--- config.mk ---
export PLATFORM = sky130hd
export DESIGN_NAME = keypad_scanner_flat
export DESIGN_NICKNAME = d
export VERILOG_FILES = /design/src/rtl/keypad_scanner_if.sv /design/src/rtl/keypad_scanner.sv /design/src/flat_wrapper.sv
export SDC_FILE = /design/constraint.sdc
export NUM_CORES = 1
export LEC_CHECK = 0
export ABC_AREA = 1
export CORE_MARGIN = 1
export CORE_UTILIZATION = 61
export CTS_BUF_LIST = sky130_fd_sc_hd__clkbuf_4
export DETAILED_ROUTE_END_ITERATION = 8
export PLACE_DENSITY_LB_ADDON = 0.12
export REMOVE_ABC_BUFFERS = 1
export SETUP_SLACK_MARGIN = 0.02
export SYNTH_ARGS = -nofsm -noshare
export SYNTH_HDL_FRONTEND = slang
export SYNTH_SLANG_ARGS = --single-unit
export TNS_END_PERCENT = 50
--- constraint.sdc ---
create_clock -name clk -period 1.9 [get_ports clk]
set_input_delay 0.38 -clock clk [delete_from_list [all_inputs] [get_ports clk]]
set_output_delay 0.38 -clock clk [all_outputs]
set_load 0.03 [all_outputs]
--- src/rtl/keypad_scanner_if.sv ---
// rtl/keypad_scanner_if.sv - keypad matrix pins plus the debounced key event bundle
interface keypad_scanner_if;
    logic [3:0] col_n;
    logic [3:0] row_n;
    logic       key_en;
    logic [3:0] key_index;
    logic       key_down;

    modport master (input col_n, output row_n, key_en, key_index, key_down);
    modport slave  (output col_n, input row_n, key_en, key_index, key_down);
endinterface

--- src/rtl/keypad_scanner.sv ---
// rtl/keypad_scanner.sv - 4x4 keypad row scanner with press/release debounce; KEYPAD_REPEAT_EN adds auto-repeat
module keypad_scanner #(
    parameter logic [15:0] SCAN_DIV       = 16'd50000,
    parameter logic [7:0]  DEBOUNCE_TICKS = 8'd4,
    parameter logic [7:0]  REPEAT_TICKS   = 8'd100
) (
    input  logic             clk,
    input  logic             rst,
    keypad_scanner_if.master kp
);
    typedef enum logic [1:0] {SCAN, DEBOUNCE, HOLD, RELEASE} state_t;

    state_t      state_q, state_d;
    logic [3:0]  col_m, col_s;
    logic [15:0] div_q;
    logic        tick;
    logic [7:0]  cnt_q, cnt_d;
    logic [3:0]  row_q, row_d, row_rot;
    logic [1:0]  cur_row_q, cur_row_d, cur_col_q, cur_col_d;
    logic [1:0]  enc_col, enc_row;
    logic        any_low;
    logic        key_en_q, key_en_d;
    logic [3:0]  key_index_q, key_index_d;
`ifdef KEYPAD_REPEAT_EN
    logic [7:0]  rep_q, rep_d;
`else
    // No repeat logic in this build; the parameter stays for a uniform instantiation.
    if (REPEAT_TICKS == 8'd0) begin : g_no_repeat
    end
`endif

    assign tick    = (div_q == SCAN_DIV - 16'd1);
    assign any_low = (col_s != 4'hF);
    assign row_rot = {row_q[2:0], row_q[3]};

    // Lowest-index active line wins for both columns and the driven row.
    always_comb begin
        enc_col = 2'd0;
        enc_row = 2'd0;
        for (int i = 3; i >= 0; i--) begin
            if (!col_s[i]) enc_col = 2'(i);
            if (!row_q[i]) enc_row = 2'(i);
        end
    end

    always_comb begin
        state_d     = state_q;
        cnt_d       = cnt_q;
        row_d       = row_q;
        cur_row_d   = cur_row_q;
        cur_col_d   = cur_col_q;
        key_en_d    = 1'b0;
        key_index_d = key_index_q;
`ifdef KEYPAD_REPEAT_EN
        rep_d       = rep_q;
`endif
        if (tick) begin
            unique case (state_q)
                SCAN: begin
                    if (!any_low) begin
                        row_d = row_rot;
                    end else begin
                        cur_row_d = enc_row;
                        cur_col_d = enc_col;
                        cnt_d     = 8'd0;
                        state_d   = DEBOUNCE;
                    end
                end
                DEBOUNCE: begin
                    if (any_low && enc_col == cur_col_q) begin
                        if (cnt_q == DEBOUNCE_TICKS - 8'd1) begin
                            key_index_d = {cur_row_q, cur_col_q};
                            key_en_d    = 1'b1;
                            state_d     = HOLD;
`ifdef KEYPAD_REPEAT_EN
                            rep_d       = 8'd0;
`endif
                        end else begin
                            cnt_d = cnt_q + 8'd1;
                        end
                    end else begin
                        state_d = SCAN;
                    end
                end
                HOLD: begin
                    if (!any_low) begin
                        cnt_d   = 8'd0;
                        state_d = RELEASE;
                    end
`ifdef KEYPAD_REPEAT_EN
                    else if (rep_q == REPEAT_TICKS - 8'd1) begin
                        rep_d    = 8'd0;
                        key_en_d = 1'b1;
                    end else begin
                        rep_d = rep_q + 8'd1;
                    end
`endif
                end
                RELEASE: begin
                    if (!any_low) begin
                        if (cnt_q == DEBOUNCE_TICKS - 8'd1) begin
                            state_d = SCAN;
                            row_d   = row_rot;
                        end else begin
                            cnt_d = cnt_q + 8'd1;
                        end
                    end else begin
                        state_d = HOLD;
`ifdef KEYPAD_REPEAT_EN
                        rep_d   = 8'd0;
`endif
                    end
                end
                default: state_d = SCAN;
            endcase
        end
    end

    always_ff @(posedge clk) begin
        if (rst) begin
            col_m       <= 4'hF;
            col_s       <= 4'hF;
            div_q       <= 16'd0;
            state_q     <= SCAN;
            cnt_q       <= 8'd0;
            row_q       <= 4'b1110;
            cur_row_q   <= 2'd0;
            cur_col_q   <= 2'd0;
            key_en_q    <= 1'b0;
            key_index_q <= 4'd0;
`ifdef KEYPAD_REPEAT_EN
            rep_q       <= 8'd0;
`endif
        end else begin
            col_m       <= kp.col_n;
            col_s       <= col_m;
            div_q       <= tick ? 16'd0 : div_q + 16'd1;
            state_q     <= state_d;
            cnt_q       <= cnt_d;
            row_q       <= row_d;
            cur_row_q   <= cur_row_d;
            cur_col_q   <= cur_col_d;
            key_en_q    <= key_en_d;
            key_index_q <= key_index_d;
`ifdef KEYPAD_REPEAT_EN
            rep_q       <= rep_d;
`endif
        end
    end

    assign kp.row_n     = row_q;
    assign kp.key_en    = key_en_q;
    assign kp.key_index = key_index_q;
    assign kp.key_down  = (state_q == HOLD) || (state_q == RELEASE);
endmodule

--- src/flat_wrapper.sv ---
// flat-port wrapper written by rule: the top's interface ports become plain ports
module keypad_scanner_flat 
#(
    parameter logic [15:0] SCAN_DIV       = 16'd50000,
    parameter logic [7:0]  DEBOUNCE_TICKS = 8'd4,
    parameter logic [7:0]  REPEAT_TICKS   = 8'd100
)
  (clk, rst, kp_col_n, kp_row_n, kp_key_en, kp_key_index, kp_key_down);
  keypad_scanner_if kp_i ();
  input  logic clk;
  input  logic rst;
  input wire logic [$bits(kp_i.col_n)-1:0] kp_col_n;
  output wire logic [$bits(kp_i.row_n)-1:0] kp_row_n;
  output wire logic [$bits(kp_i.key_en)-1:0] kp_key_en;
  output wire logic [$bits(kp_i.key_index)-1:0] kp_key_index;
  output wire logic [$bits(kp_i.key_down)-1:0] kp_key_down;
  assign kp_i.col_n = kp_col_n;
  assign kp_row_n = kp_i.row_n;
  assign kp_key_en = kp_i.key_en;
  assign kp_key_index = kp_i.key_index;
  assign kp_key_down = kp_i.key_down;
  keypad_scanner #(.SCAN_DIV(SCAN_DIV), .DEBOUNCE_TICKS(DEBOUNCE_TICKS), .REPEAT_TICKS(REPEAT_TICKS)) u_core (.clk(clk), .rst(rst), .kp(kp_i));
endmodule
==> run_results.csv <==
group,metric,value,unit
worst_setup_path,worstSetupPathType,"flip-flop to output pin",
logic_synthesis,synthAdderAreaFrac,0.0106,
floorplanning,dieArea,4140,sq um
cells_and_area,n_fill_cell,308,
worst_setup_path,rrSetupSlack,0.23,ns
logic_synthesis,synth.distinct_cells,31,
cells_and_area,areaGrowthSynthToFinish,12.9,%
logic_synthesis,synth_area,2370,sq um
logic_synthesis,synth-async-reset-ratio,0,
logic_synthesis,synth-seq-cells,47,
worst_setup_path,critPathLaunchType,"flip-flop",
logic_synthesis,synthXorXnorAreaFrac,0.0185,
cells_and_area,layout.nets,367,
global_route,grtUsageMet2,0.388,
global_route,grt_usage,0.235,
sta,hold_ws,0.427,ns
cts,htree_levels,2,
cts,root_buffer,"clkbuf_4",
detailed_routing,antenna_left,0,
floorplanning,die_w,64.3,um
worst_setup_path,r2r-start,"u_core.div_q[0]",
sta,skew,0.00965,ns
sta,max_freq,562,MHz
detailed_routing,drcViolationCount,0,
worst_hold_path,worstHoldStart,"u_core.col_m[0]",
placement,portBuffers,15,
floorplanning,ios,16,
cts,cts_buffer_depth,2,
placement,numPlacedInstances,400,
detailed_routing,routedWlPerCell,11.0,um
logic_synthesis,synth-simple-area-share,0.426,
logic_synthesis,syn_area_per_cell,6.97,sq um
worst_setup_path,cp_data_required_time,1.52,ns
sta,min_period,1.78,ns
logic_synthesis,syn_inst,340,
worst_setup_path,path_cells,"clkdlybuf4s50_1",
power_and_ir_drop,leakagePower,1.10,nW
floorplanning,coreArea,3690,sq um
worst_setup_path,timing.rr.end,"u_core.kp.key_index[0]",
cells_and_area,post_route_cells_drive_above_1_share,0.147,
cts,cts_sinks,47,
cts,clk_pin_slew_worst_paths,0.14,ns
worst_hold_path,whs_path_depth,1,
worst_hold_path,hp-class,"flip-flop to flip-flop",
global_route,grt_pass1_vias,1791,
worst_setup_path,cpMaxStageDelayCell,"clkdlybuf4s50_1",
floorplanning,die_h,64.3,um
worst_setup_path,arrival,1.40,ns
cts,cts-buffers-inserted,5,
logic_synthesis,synth_edf_count,0,
sta,slew_violations,0,
logic_synthesis,synth_top_family_by_area,"simple AND/OR/NAND/NOR gates",
cells_and_area,antennaDiodeCount,0,
worst_hold_path,hold_end,"u_core.col_s[0]",
sta,finalSetupViolCount,0,
power_and_ir_drop,vdd_drop_max,0.000500,V
sta,slew_headroom,0.787,
cells_and_area,finalNonFillerCells,408,
detailed_routing,drt_iter0_drc,110,
global_route,antenna_found_initial,0,
global_route,met3_usage,0.0536,
power_and_ir_drop,power,1.72,mW
power_and_ir_drop,power_density,641,nW/um^2
global_route,grt_remaining_overflow,0,
global_route,busiest_layer,"met2",
worst_setup_path,crit_fanout,2,
outcome,status,"finished, final reports clean",
detailed_routing,first_pass_iters,4,
detailed_routing,vias_per_cell,5.14,
logic_synthesis,yosysSeqAreaShare,0.397,
cts,clk_latency,0.37,ns
worst_setup_path,crit_family,"buffers and inverters",
detailed_routing,via_count,2098,
sta,fin_crit_sh,0.936,
logic_synthesis,yosys-mux-area-fraction,0,
sta,fin_setup_tns,0,ns
logic_synthesis,synth_compound_area_frac,0.0744,
detailed_routing,finalWirelength,4480,um
logic_synthesis,synthFlopType,"dfxtp_1",
floorplanning,initial_core_util,0.643,
worst_setup_path,critPathBufInv,1,
cts,cts_tree,"yes",
run,drv_cap,0,
worst_setup_path,crit_path_end_kind,"output pin",
cells_and_area,final_core_util,0.726,
sta,rsz0062_at_grt,"no",
global_route,grt_max_degree,17,
worst_setup_path,slowest_delay,0.67,ns
sta,hold_viol_final,0,
global_route,grt_first_pass_wirelength,7630,um
floorplanning,fp-row-count,22,
placement,place.gp.congestion,0.838,
logic_synthesis,synth_warnings,0,
cts,cts_setup_buffers,0,
sta,tightest_slew,0.316,ns
global_route,grt_use_met1,0.302,
worst_setup_path,rr_worst_depth,8,
placement,place_hpwl,3280,um
synthesized netlist by cell type, drive strengths merged (3+ instances only):
cell / count / area share
nor3: 7 / 0.023
nand2: 88 / 0.15
nor2: 62 / 0.11
nor3b: 6 / 0.023
o21ai: 9 / 0.019
clkbuf: 4 / 0.0069
a21oi: 21 / 0.046
o211ai: 3 / 0.0095
inv: 39 / 0.062
dfxtp: 47 / 0.40
nand4: 8 / 0.021
nand3: 24 / 0.064
or2: 10 / 0.026
xor2: 5 / 0.018
flip-flops by register name, indices dropped and copies added, names as in the netlist:
name / flops
u_core.cur_row_q: 2
u_core.state_q: 2
u_core.kp.key_index: 4
u_core.col_s: 4
u_core.cur_col_q: 2
u_core.kp.key_en: 1
u_core.cnt_q: 8
u_core.kp.row_n: 4
u_core.col_m: 4
u_core.div_q: 16
final cells by class:
type	instances	area, sq um	share of cell area
Tap cell	48	60.1	0.0224
Clock inverter	3	47.5	0.0178
Timing Repair Buffer	18	181	0.0678
Multi-Input combinational cell	248	1260	0.471
Inverter	39	146	0.0547
Clock buffer	5	37.5	0.0140
Sequential cell	47	942	0.352
repair_timing:
action | 4_1_cts | 5_1_grt
cloned | 0 | 0
gates resized for setup | 1 | 8
setup endpoints to repair | 2 | 10
hold buffers | 0 | 0
cells by family after synthesis:
| family | Yosys count |
|---|---|
| simple gates | 208 |
| xor+xnor | 5 |
| flops | 47 |
| buf+inv | 45 |
| compound gates | 33 |
| fa+ha+maj | 2 |
per-layer routing:
metal / part of all wire / up-vias / wire length (um)
met3: 0.028 / 5 / 126
met1: 0.49 / 946 / 2190
met4: 0.012 / 0 / 53
met5: 0 / - / 0
li1: - / 1121 / -
met2: 0.47 / 26 / 2110
stage by stage:
stage / area, sq um / worst slack (ns)
6_report: 2680 / 0.122
5_1_grt: 2680 / 0.0256
4_1_cts: 2660 / 0.0181
3_5_place_dp: 2570 / 0.203
3_3_place_gp: 2570 / 0.232
2_1_floorplan: 2340 / 0.408
where the power goes:
group / switching [mW] / internal, mW / leakage [nW]
logic: 0.0503 / 0.0343 / 0.677
clock network: 0.340 / 0.284 / 0.0458
registers: 0.00788 / 0.999 / 0.382
total: 0.398 / 1.32 / 1.10
worst max path at each step:
stage	slack, ns	endpoint	from	cells after the start
finish	0.12	kp_key_index[0]	u_core.kp.key_index[0]	1
global route	0.03	u_core.kp.row_n[2]	u_core.cnt_q[0]	7
CTS	0.02	kp_row_n[0]	u_core.kp.row_n[0]	1
detailed placement	0.20	u_core.kp.key_index[0]	u_core.div_q[0]	8
global placement	0.23	u_core.kp.key_index[3]	u_core.div_q[0]	8
floorplan	0.41	u_core.cnt_q[1]	u_core.state_q[1]	10
layout by cell type (no fill, tap or decap), drive strengths merged:
cell type,synthesis,final
bufinv,0,1
or2,10,10
buf,2,3
nor2,62,62
clkdlybuf4s50,0,10
o21ai,9,9
nor3b,6,6
nor4,2,2
ha,2,2
dfxtp,47,47
nand3,24,24
and2,1,1
inv,39,40
xor2,5,5
nand2,88,88
dlygate4sd2,0,1
dlymetal6s2s,0,4
nor3,7,7
clkbuf,4,5
a21oi,21,21
clkinv,0,1
nand4,8,8
o211ai,3,3
Note: power is estimated with default switching activity, not from simulation.
